`src/rtl/diferential_rvb2_pkg.sv`:
```
// Shared constants for the diferential_rvb2 tile: instruction encodings,
// the fixed counter program held in ROM, and the 7-segment glyph table.
package diferential_rvb2_pkg;

    // Major opcodes recognised by the core
    localparam logic [6:0] OP_IMM = 7'h13;
    localparam logic [6:0] STORE  = 7'h23;
    localparam logic [6:0] JAL    = 7'h6F;

    // funct3 selectors within the recognised opcodes
    localparam logic [2:0] F3_ADD = 3'd0;
    localparam logic [2:0] F3_AND = 3'd7;
    localparam logic [2:0] F3_SW  = 3'd2;

    // Canonical NOP (addi x0,x0,0) fills the unused tail of the ROM
    localparam logic [31:0] NOP_WORD = 32'h0000_0013;

    localparam int ROM_DEPTH = 8;

    // Counter program: x1 counts, is masked to 4 bits and stored to the
    // display register, then the loop jumps back to the increment.
    localparam logic [31:0] ROM_WORDS [0:ROM_DEPTH-1] = '{
        32'h0000_0093,  // 0x00: addi x1,x0,0
        32'h0010_8093,  // 0x04: addi x1,x1,1
        32'h00F0_F093,  // 0x08: andi x1,x1,15
        32'h0010_2023,  // 0x0C: sw   x1,0(x0)
        32'hFF5F_F06F,  // 0x10: jal  x0,-12
        NOP_WORD,
        NOP_WORD,
        NOP_WORD
    };

    // Active-high segment patterns, bit0=a .. bit6=g, for hex digits 0..F
    localparam logic [6:0] SEG_TABLE [0:15] = '{
        7'h3F, 7'h06, 7'h5B, 7'h4F, 7'h66, 7'h6D, 7'h7D, 7'h07,
        7'h7F, 7'h6F, 7'h77, 7'h7C, 7'h39, 7'h5E, 7'h79, 7'h71
    };

endpackage

```
`src/rtl/rvb2_seg7.sv`:
```
// Hex digit to 7-segment decoder; purely combinational, zero latency.
module rvb2_seg7
    import diferential_rvb2_pkg::*;
(
    input  logic [3:0] digit,
    output logic [6:0] segments
);

    // Table lookup of the glyph for the current digit
    always_comb begin
        segments = SEG_TABLE[digit];
    end

endmodule

```
`src/rtl/diferential_rvb2.sv`:
```
// Tiny-tapeout tile wrapping a minimal RV32I-subset core that runs a fixed
// counter program from an internal ROM and shows the count on a 7-segment
// display. io_in[0] is the clock, io_in[1] a synchronous active-high reset.
// Optional build macro RVB2_DECIMAL_POINT_EN: when defined, the decimal
// point toggles on every store to the display address; otherwise io_out[7]
// is tied low and no decimal-point register exists.
module diferential_rvb2
    import diferential_rvb2_pkg::*;
(
    input  logic [7:0] io_in,
    output logic [7:0] io_out
);

    logic       clk;
    logic       rst;
    logic [4:0] pc;
    logic [7:0] x1;
    logic [7:0] x2;
    logic [7:0] x3;
    logic [3:0] disp;

    logic [31:0] instr;
    logic [6:0]  opcode;
    logic [2:0]  funct3;
    logic [4:0]  rd;
    logic [4:0]  rs1;
    logic [4:0]  rs2;
    logic [7:0]  rs1_val;
    logic [7:0]  rs2_val;
    logic [31:0] store_addr;
    logic [4:0]  pc_next;
    logic        wr_en;
    logic [7:0]  wr_data;
    logic        store_hit;
    logic [6:0]  segments;
    logic        unused_bits;

    assign clk = io_in[0];
    assign rst = io_in[1];

    // Bits 7:2 of the tile input and most instruction fields are don't-care
    assign unused_bits = ^{io_in[7:2], instr};

    assign instr  = ROM_WORDS[pc[4:2]];
    assign opcode = instr[6:0];
    assign funct3 = instr[14:12];
    assign rd     = instr[11:7];
    assign rs1    = instr[19:15];
    assign rs2    = instr[24:20];

    // Register file read ports; x0 and any register beyond x3 read as zero
    always_comb begin
        rs1_val = 8'd0;
        case (rs1)
            5'd1:    rs1_val = x1;
            5'd2:    rs1_val = x2;
            5'd3:    rs1_val = x3;
            default: rs1_val = 8'd0;
        endcase
        rs2_val = 8'd0;
        case (rs2)
            5'd1:    rs2_val = x1;
            5'd2:    rs2_val = x2;
            5'd3:    rs2_val = x3;
            default: rs2_val = 8'd0;
        endcase
    end

    // Store address is the full 32-bit sum of base and sign-extended offset
    assign store_addr = {24'd0, rs1_val}
                      + {{20{instr[31]}}, instr[31:25], instr[11:7]};

    // Decode and execute: pick the register write-back and next pc
    always_comb begin
        wr_en     = 1'b0;
        wr_data   = 8'd0;
        store_hit = 1'b0;
        pc_next   = pc + 5'd4;
        case (opcode)
            OP_IMM: begin
                if (funct3 == F3_ADD) begin
                    wr_en   = 1'b1;
                    wr_data = rs1_val + instr[27:20];
                end else if (funct3 == F3_AND) begin
                    wr_en   = 1'b1;
                    wr_data = rs1_val & instr[27:20];
                end
            end
            STORE: begin
                if (funct3 == F3_SW && store_addr == 32'd0) begin
                    store_hit = 1'b1;
                end
            end
            JAL: begin
                wr_en   = 1'b1;
                wr_data = {3'd0, pc} + 8'd4;
                // Only imm[4:1] matters: the pc wraps within 32 bytes
                pc_next = pc + {instr[24:21], 1'b0};
            end
            default: begin
                wr_en = 1'b0;
            end
        endcase
    end

    // Architectural state update, one instruction retired per clock
    always_ff @(posedge clk) begin
        if (rst) begin
            pc   <= 5'd0;
            x1   <= 8'd0;
            x2   <= 8'd0;
            x3   <= 8'd0;
            disp <= 4'd0;
        end else begin
            pc <= pc_next;
            if (wr_en) begin
                case (rd)
                    5'd1:    x1 <= wr_data;
                    5'd2:    x2 <= wr_data;
                    5'd3:    x3 <= wr_data;
                    default: ;
                endcase
            end
            if (store_hit) begin
                disp <= rs2_val[3:0];
            end
        end
    end

    rvb2_seg7 u_seg7 (
        .digit    (disp),
        .segments (segments)
    );

`ifdef RVB2_DECIMAL_POINT_EN
    logic dp;

    // Decimal point flips on every store that lands on the display address
    always_ff @(posedge clk) begin
        if (rst) begin
            dp <= 1'b0;
        end else if (store_hit) begin
            dp <= ~dp;
        end
    end

    assign io_out = {dp, segments};
`else
    assign io_out = {1'b0, segments};
`endif

endmodule

```
`config.mk`:
```
export PLATFORM = sky130hd
export DESIGN_NAME = diferential_rvb2
export DESIGN_NICKNAME = d
export VERILOG_FILES = /design/src/rtl/diferential_rvb2_pkg.sv /design/src/rtl/rvb2_seg7.sv /design/src/rtl/diferential_rvb2.sv
export SDC_FILE = /design/constraint.sdc
export NUM_CORES = 1
export LEC_CHECK = 0
export ABC_CLOCK_PERIOD_IN_PS = 3900
export BUFFER_PORTS_ARGS = -buffer_cell sky130_fd_sc_hd__buf_2
export CAP_MARGIN = 40
export CORE_ASPECT_RATIO = 1.5
export CORE_MARGIN = 2
export CORE_UTILIZATION = 35
export DETAILED_ROUTE_END_ITERATION = 16
export SLEW_MARGIN = 10
export SYNTH_ARGS = -nofsm -noshare
export SYNTH_HDL_FRONTEND = slang
export SYNTH_SLANG_ARGS = --single-unit
```
`constraint.sdc`:
```
create_clock -name io_in -period 3.9 [get_ports io_in]
set_input_delay 0.39 -clock io_in [delete_from_list [all_inputs] [get_ports io_in]]
set_output_delay 0.39 -clock io_in [all_outputs]
set_load 0.005 [all_outputs]
```
== Word level (Yosys, flattened, before mapping) ==
Memory sizes are Yosys's and may differ from the RTL's.
Index checks and enable logic that the tools add are counted.
Operators by class
  $add $sub $neg: 5
  $mul: 0
  div/mod/pow operators: 0
  $lt $le $gt $ge: 2
  eq/ne operators: 14
  shift-type cells: 0
  mux-type cells: 15
  bitwise logic cells: 3
  reductions and logical operators: 6
Operators with widths (count)
  2-to-1 mux 32 bit: 2
  logical NOT 32 bit: 1
  equality test 5 x 2 -> 1 bit (second input constant): 6
  case mux 8 bit (3 select lines): 1
  2-to-1 mux 8 bit: 2
  case mux 8 bit (2 select lines): 1
  equality test 5 x 1 -> 1 bit (second input constant): 3
  2-to-1 mux 7 bit: 2
  adder 9 x 12 -> 13 bit: 1
  case mux 4 bit (3 select lines): 1
  adder 8 bit: 1
  bitwise AND 8 bit: 1
  equality test 7 x 5 -> 1 bit (second input constant): 1
  equality test 7 x 6 -> 1 bit (second input constant): 1
  equality test 7 bit (second input constant): 1
  adder 5 x 3 -> 6 bit (second input constant): 1
  AND reduction 2 bit: 3
  adder 5 x 3 -> 5 bit (second input constant): 1
  adder 5 bit: 1
  >= comparator 5 bit (second input constant): 1
  2-to-1 mux 5 bit: 1
  NOT 4 -> 5 bit: 1
  >= comparator 4 bit (second input constant): 1
  2-to-1 mux 1 bit: 4
  6 further kinds: 6
Storage, ports and cells
  bits in registers: 33
  bits in latches: 0
  bits in writable memories: 0
  memory bits (read-only): 368
  input bits: 8
  output and inout port bits: 8
  word-level logic and storage cells: 52
  memories kept: 2
Memories
  (name not given): depth 8, bits a word 32, read ports 1, clocked after Yosys merged registers in 0, write ports 0, RTL line diferential_rvb2.sv:44  | assign instr = ROM_WORDS[pc[4:2]];
  (name not given): depth 16, bits a word 7, read ports 1, clocked after Yosys merged registers in 0, write ports 0, RTL line rvb2_seg7.sv:11  | segments = SEG_TABLE[digit];

== Depth between registers and ports, before layout ==
  word-level depth: 11
  gate-level depth with buffers: 11

== Modules after synthesis ==
From an unflattened synthesis, not the netlist that was laid out.
Second synthesis, totals
  cell total of the unflattened synthesis: 205
  area, all modules: 1780.5 um^2
By module, submodules not included
  diferential_rvb2: instances 1, cells an instance 172, area each 1492.7 um^2
  rvb2_seg7: instances 1, cells an instance 33, area each 287.8 um^2

== Least setup slack after synthesis ==
Ideal clock, no wire load.
  path type: reg-to-reg
  from: reg pc[2]
  to: reg x1[6]
  arrival time: 2586 ps
  data required time: 3780 ps
  path slack: 1194 ps
  stages on the path, launching flop included: 12
  clock period less this slack: 2706 ps
  path through: dfxtp_1 -> inv_1 -> ha_1 -> nor2b_4 -> and2_2 -> ha_1 -> fa_1 -> a211oi_1 -> nor2_1 -> o2111ai_1 -> nor3b_1 -> o21ai_1
On the way
  longest elaborated chain between the ends: 10
  elaborated cells on any way between the ends: 22
RTL lines
  start, declared: RTL line diferential_rvb2.sv:16  | logic [4:0] pc;
  start signal, assigned: RTL line diferential_rvb2.sv:115  | pc <= pc_next;
  NOT 3 -> 4 bit (not written as such) (*): RTL line diferential_rvb2.sv:44
  memory read (8 x 32 bit) (*)
  2-to-1 mux 32 bit (not written as such) (*) (2 in a row): RTL line diferential_rvb2.sv:44
  branches (longest 6 deep; another with adder 8 bit)
  end signal, assigned: RTL line diferential_rvb2.sv:118  | 5'd1: x1 <= wr_data;
  end, declared: RTL line diferential_rvb2.sv:17  | logic [7:0] x1;
Every way passes the cells marked *. The select of a mux whose other input is x is not followed.
A chain may end at the register's enable or synchronous reset.

== Worst setup path after layout ==
Ends and elaborated chain as after synthesis.

==> results.json <==
{
  "met1_usage": 0.149,
  "drt_first_iter_violations": 84,
  "synth.top_cell.area_share": 0.183,
  "grt_pass1_vias": 1769,
  "wirelength_mm": 4.14,
  "ff2ff_path_depth": 11,
  "place.gp.congestion": 0.832,
  "ys_top_cells_by_area": "ha_1 18%, dfxtp_1 18%, nand2_1 3.8%",
  "antennaDiodeCount": 0,
  "critPathTopFamily": "adder cells",
  "relSlewSlack": 0.638,
  "clk_pin_slew_ns": 0.08,
  "top_usage_layer": "met2",
  "cpMaxStageDelayCell": "fa_1",
  "placed_cell_area_um2": 1840,
  "vias_per_cell": 5.43,
  "stdcell_area_um2": 2080,
  "postCtsSetupBuffers": 0,
  "ff2ff_setup_slack_ns": 0.94,
  "max-vdd-ir-drop_mv": 0.235,
  "die_width_um": 62.2,
  "die_h_um": 91.2,
  "endpoint": "x1[6]",
  "slowest_delay_ns": 0.44,
  "wl_per_cell_um": 14.3,
  "ys.flop_type": "dfxtp_1",
  "max_cap_viol_count": 0,
  "postCtsHoldBufs": 0,
  "final_max_slew_viol_count": 0,
  "ys_warn_count": 0,
  "ys_ff_latch": 16,
  "tightestPinTransition_ns": 0.542,
  "syn_area_um2": 1780,
  "period_share": 0.760,
  "status": "completed",
  "skew_ns": 0.00562,
  "holdWs_ns": 0.102,
  "ys_seq_area_frac": 0.180,
  "rows": 31,
  "crit_arrival_ns": 3.12,
  "max_freq_mhz": 338,
  "synth_async_sr_flop_share": 0,
  "critical_path_buf_inv_count": 1,
  "rsz0062_at_grt": "false",
  "grt_use_met2": 0.236,
  "grt_pass1_wl_mm": 6.98,
  "antenna_found_initial": 0,
  "gr-total-overflow": 0,
  "avgSynthCellArea_um2": 8.58,
  "period_minus_slack_ns": 2.96,
  "critical_path_depth": 11,
  "port_buffers": 7,
  "finalPower_uw": 984,
  "hp-start": "io_in[1]",
  "layout-drive-gt1-share": 0.232,
  "synth_cell_types": 62,
  "critPathKind": "flip-flop to flip-flop",
  "use_met3": 0.100,
  "drc_errors": 0,
  "drt-pass1-iter-count": 5,
  "setup_tns_ns": 0,
  "hold_viol": 0,
  "synthCells": 207,
  "r2r-start": "pc[2]",
  "hp-class": "clock port to flip-flop",
  "yosysMostFrequentCell": "ha_1",
  "post_cts_resized": 0,
  "ant_nets": 0,
  "vias": 1574,
  "cts_tree": "built",
  "grt_max_degree": 17,
  "dp_hpwl_mm": 2.87,
  "yosys-top-cells-count": "26 x ha_1, 18 x nand2_1, 16 x dfxtp_1",
  "yosys.area.top_type": "ha_1",
  "cp_max_fo": 9,
  "cp_cell_sequence": "inv_1 -> ha_1 -> nor2b_4 -> and2_2 -> ha_1 -> fa_1 -> a211oi_1 -> nor2_1 -> o2111ai_1 -> nor3b_1 -> o21ai_1",
  "startpoint": "pc[2]",
  "syn_to_final_growth_pct": 17.3,
  "synth_edf_count": 0,
  "nets": 259,
  "start_util": 0.366,
  "dieArea_um2": 5670,
  "endpoint_kind": "flip-flop",
  "power_density_nw_per_um2": 473,
  "start_kind": "flip-flop",
  "finalSetupViolations": 0,
  "boundaryPins": 16,
  "insertion_delay_ns": 0.26,
  "rr_endpoint": "x1[6]",
  "core_um2": 4850,
  "cpMostUsedCell": "ha_1",
  "grt_usage": 0.170,
  "worstPathRequired_ns": 4.05,
  "synthesis.nets": 243,
  "leakage_uw": 0.000957
}
[report_power, final]
part	internal, uW	leakage [uW]	switching (uW)	total, uW
combinational	0	0.000646	0.218	0.219
clock	481	0.000174	320	801
sequential	183	0.000138	0	183
total	663	0.000957	320	984
[metal layers]
metal / wire length [um] / share of wire
met2: 2160 / 0.52
met5: 0 / 0
met1: 1590 / 0.38
met4: 163 / 0.039
met3: 232 / 0.056
[flip-flops by register name, summed over array words and instances (netlist names), named ones only]
signal  flops
disp        4
x1          8
pc          3
[worst min path at each step]
stage / to / slack (ns) / cells past startpoint
2_1_floorplan: disp[0] / 0.21 / 3
6_report: x1[1] / 0.10 / 3
4_1_cts: x1[1] / 0.11 / 3
5_1_grt: x1[1] / 0.11 / 3
3_3_place_gp: x1[1] / 0.06 / 1
3_5_place_dp: x1[1] / 0.06 / 1
[metrics by stage]
stage / std cells / util / setup slack [ns]
after CTS: 290 / 0.429 / 0.934
after floorplan: 207 / - / 1.19
after global placement: 272 / 0.379 / 1.04
after detailed placement: 272 / 0.379 / 0.980
final: 290 / 0.429 / 0.937
after global routing: 290 / 0.429 / 0.676
[layout make-up]
cell class / instances / area [um2]
Clock buffer: 16 / 220
Inverter: 15 / 57.6
Multi-Input combinational cell: 168 / 1340
Tap cell: 66 / 82.6
Sequential cell: 16 / 320
Fill cell: 487 / 2770
Timing Repair Buffer: 7 / 35.0
Clock inverter: 2 / 26.3
[worst reg2reg max path, delay by kind of cell, from the launching register on]
kind                     cells  cell delay [ns]
AND/OR/NAND/NOR              4             0.73
adder cells (fa/ha/maj)      3             1.07
AO/OA/AOI/OAI                3             0.53
buffers and inverters        1             0.13
flip-flops                   1             0.40
[cell families after synthesis]
logic type	synth area share
simple gates	0.293
compound gates	0.192
fa+ha+maj	0.206
buf+inv	0.0648
flops	0.180
mux	0.0465
xor+xnor	0.0148
other cells	0.00211
[cell usage in the layout (no fill, tap or decap), types with 2 or more instances in the layout]
cell	count
a211oi_1	5
a21o_1	2
a21oi_1	10
a22oi_1	2
and2_2	5
and3_1	2
buf_2	7
clkbuf_8	16
dfxtp_1	16
fa_1	2
ha_1	26
inv_1	14
mux2i_1	6
nand2_1	18
nand2b_1	3
nand3b_1	7
nand4_1	3
nor2_1	14
nor2b_1	4
nor3_1	4
nor4b_1	2
o21ai_0	10
o21ai_1	3
o22a_1	2
or2b_2	4
xor2_1	2
No activity file was read; power rests on OpenSTA's default activity.
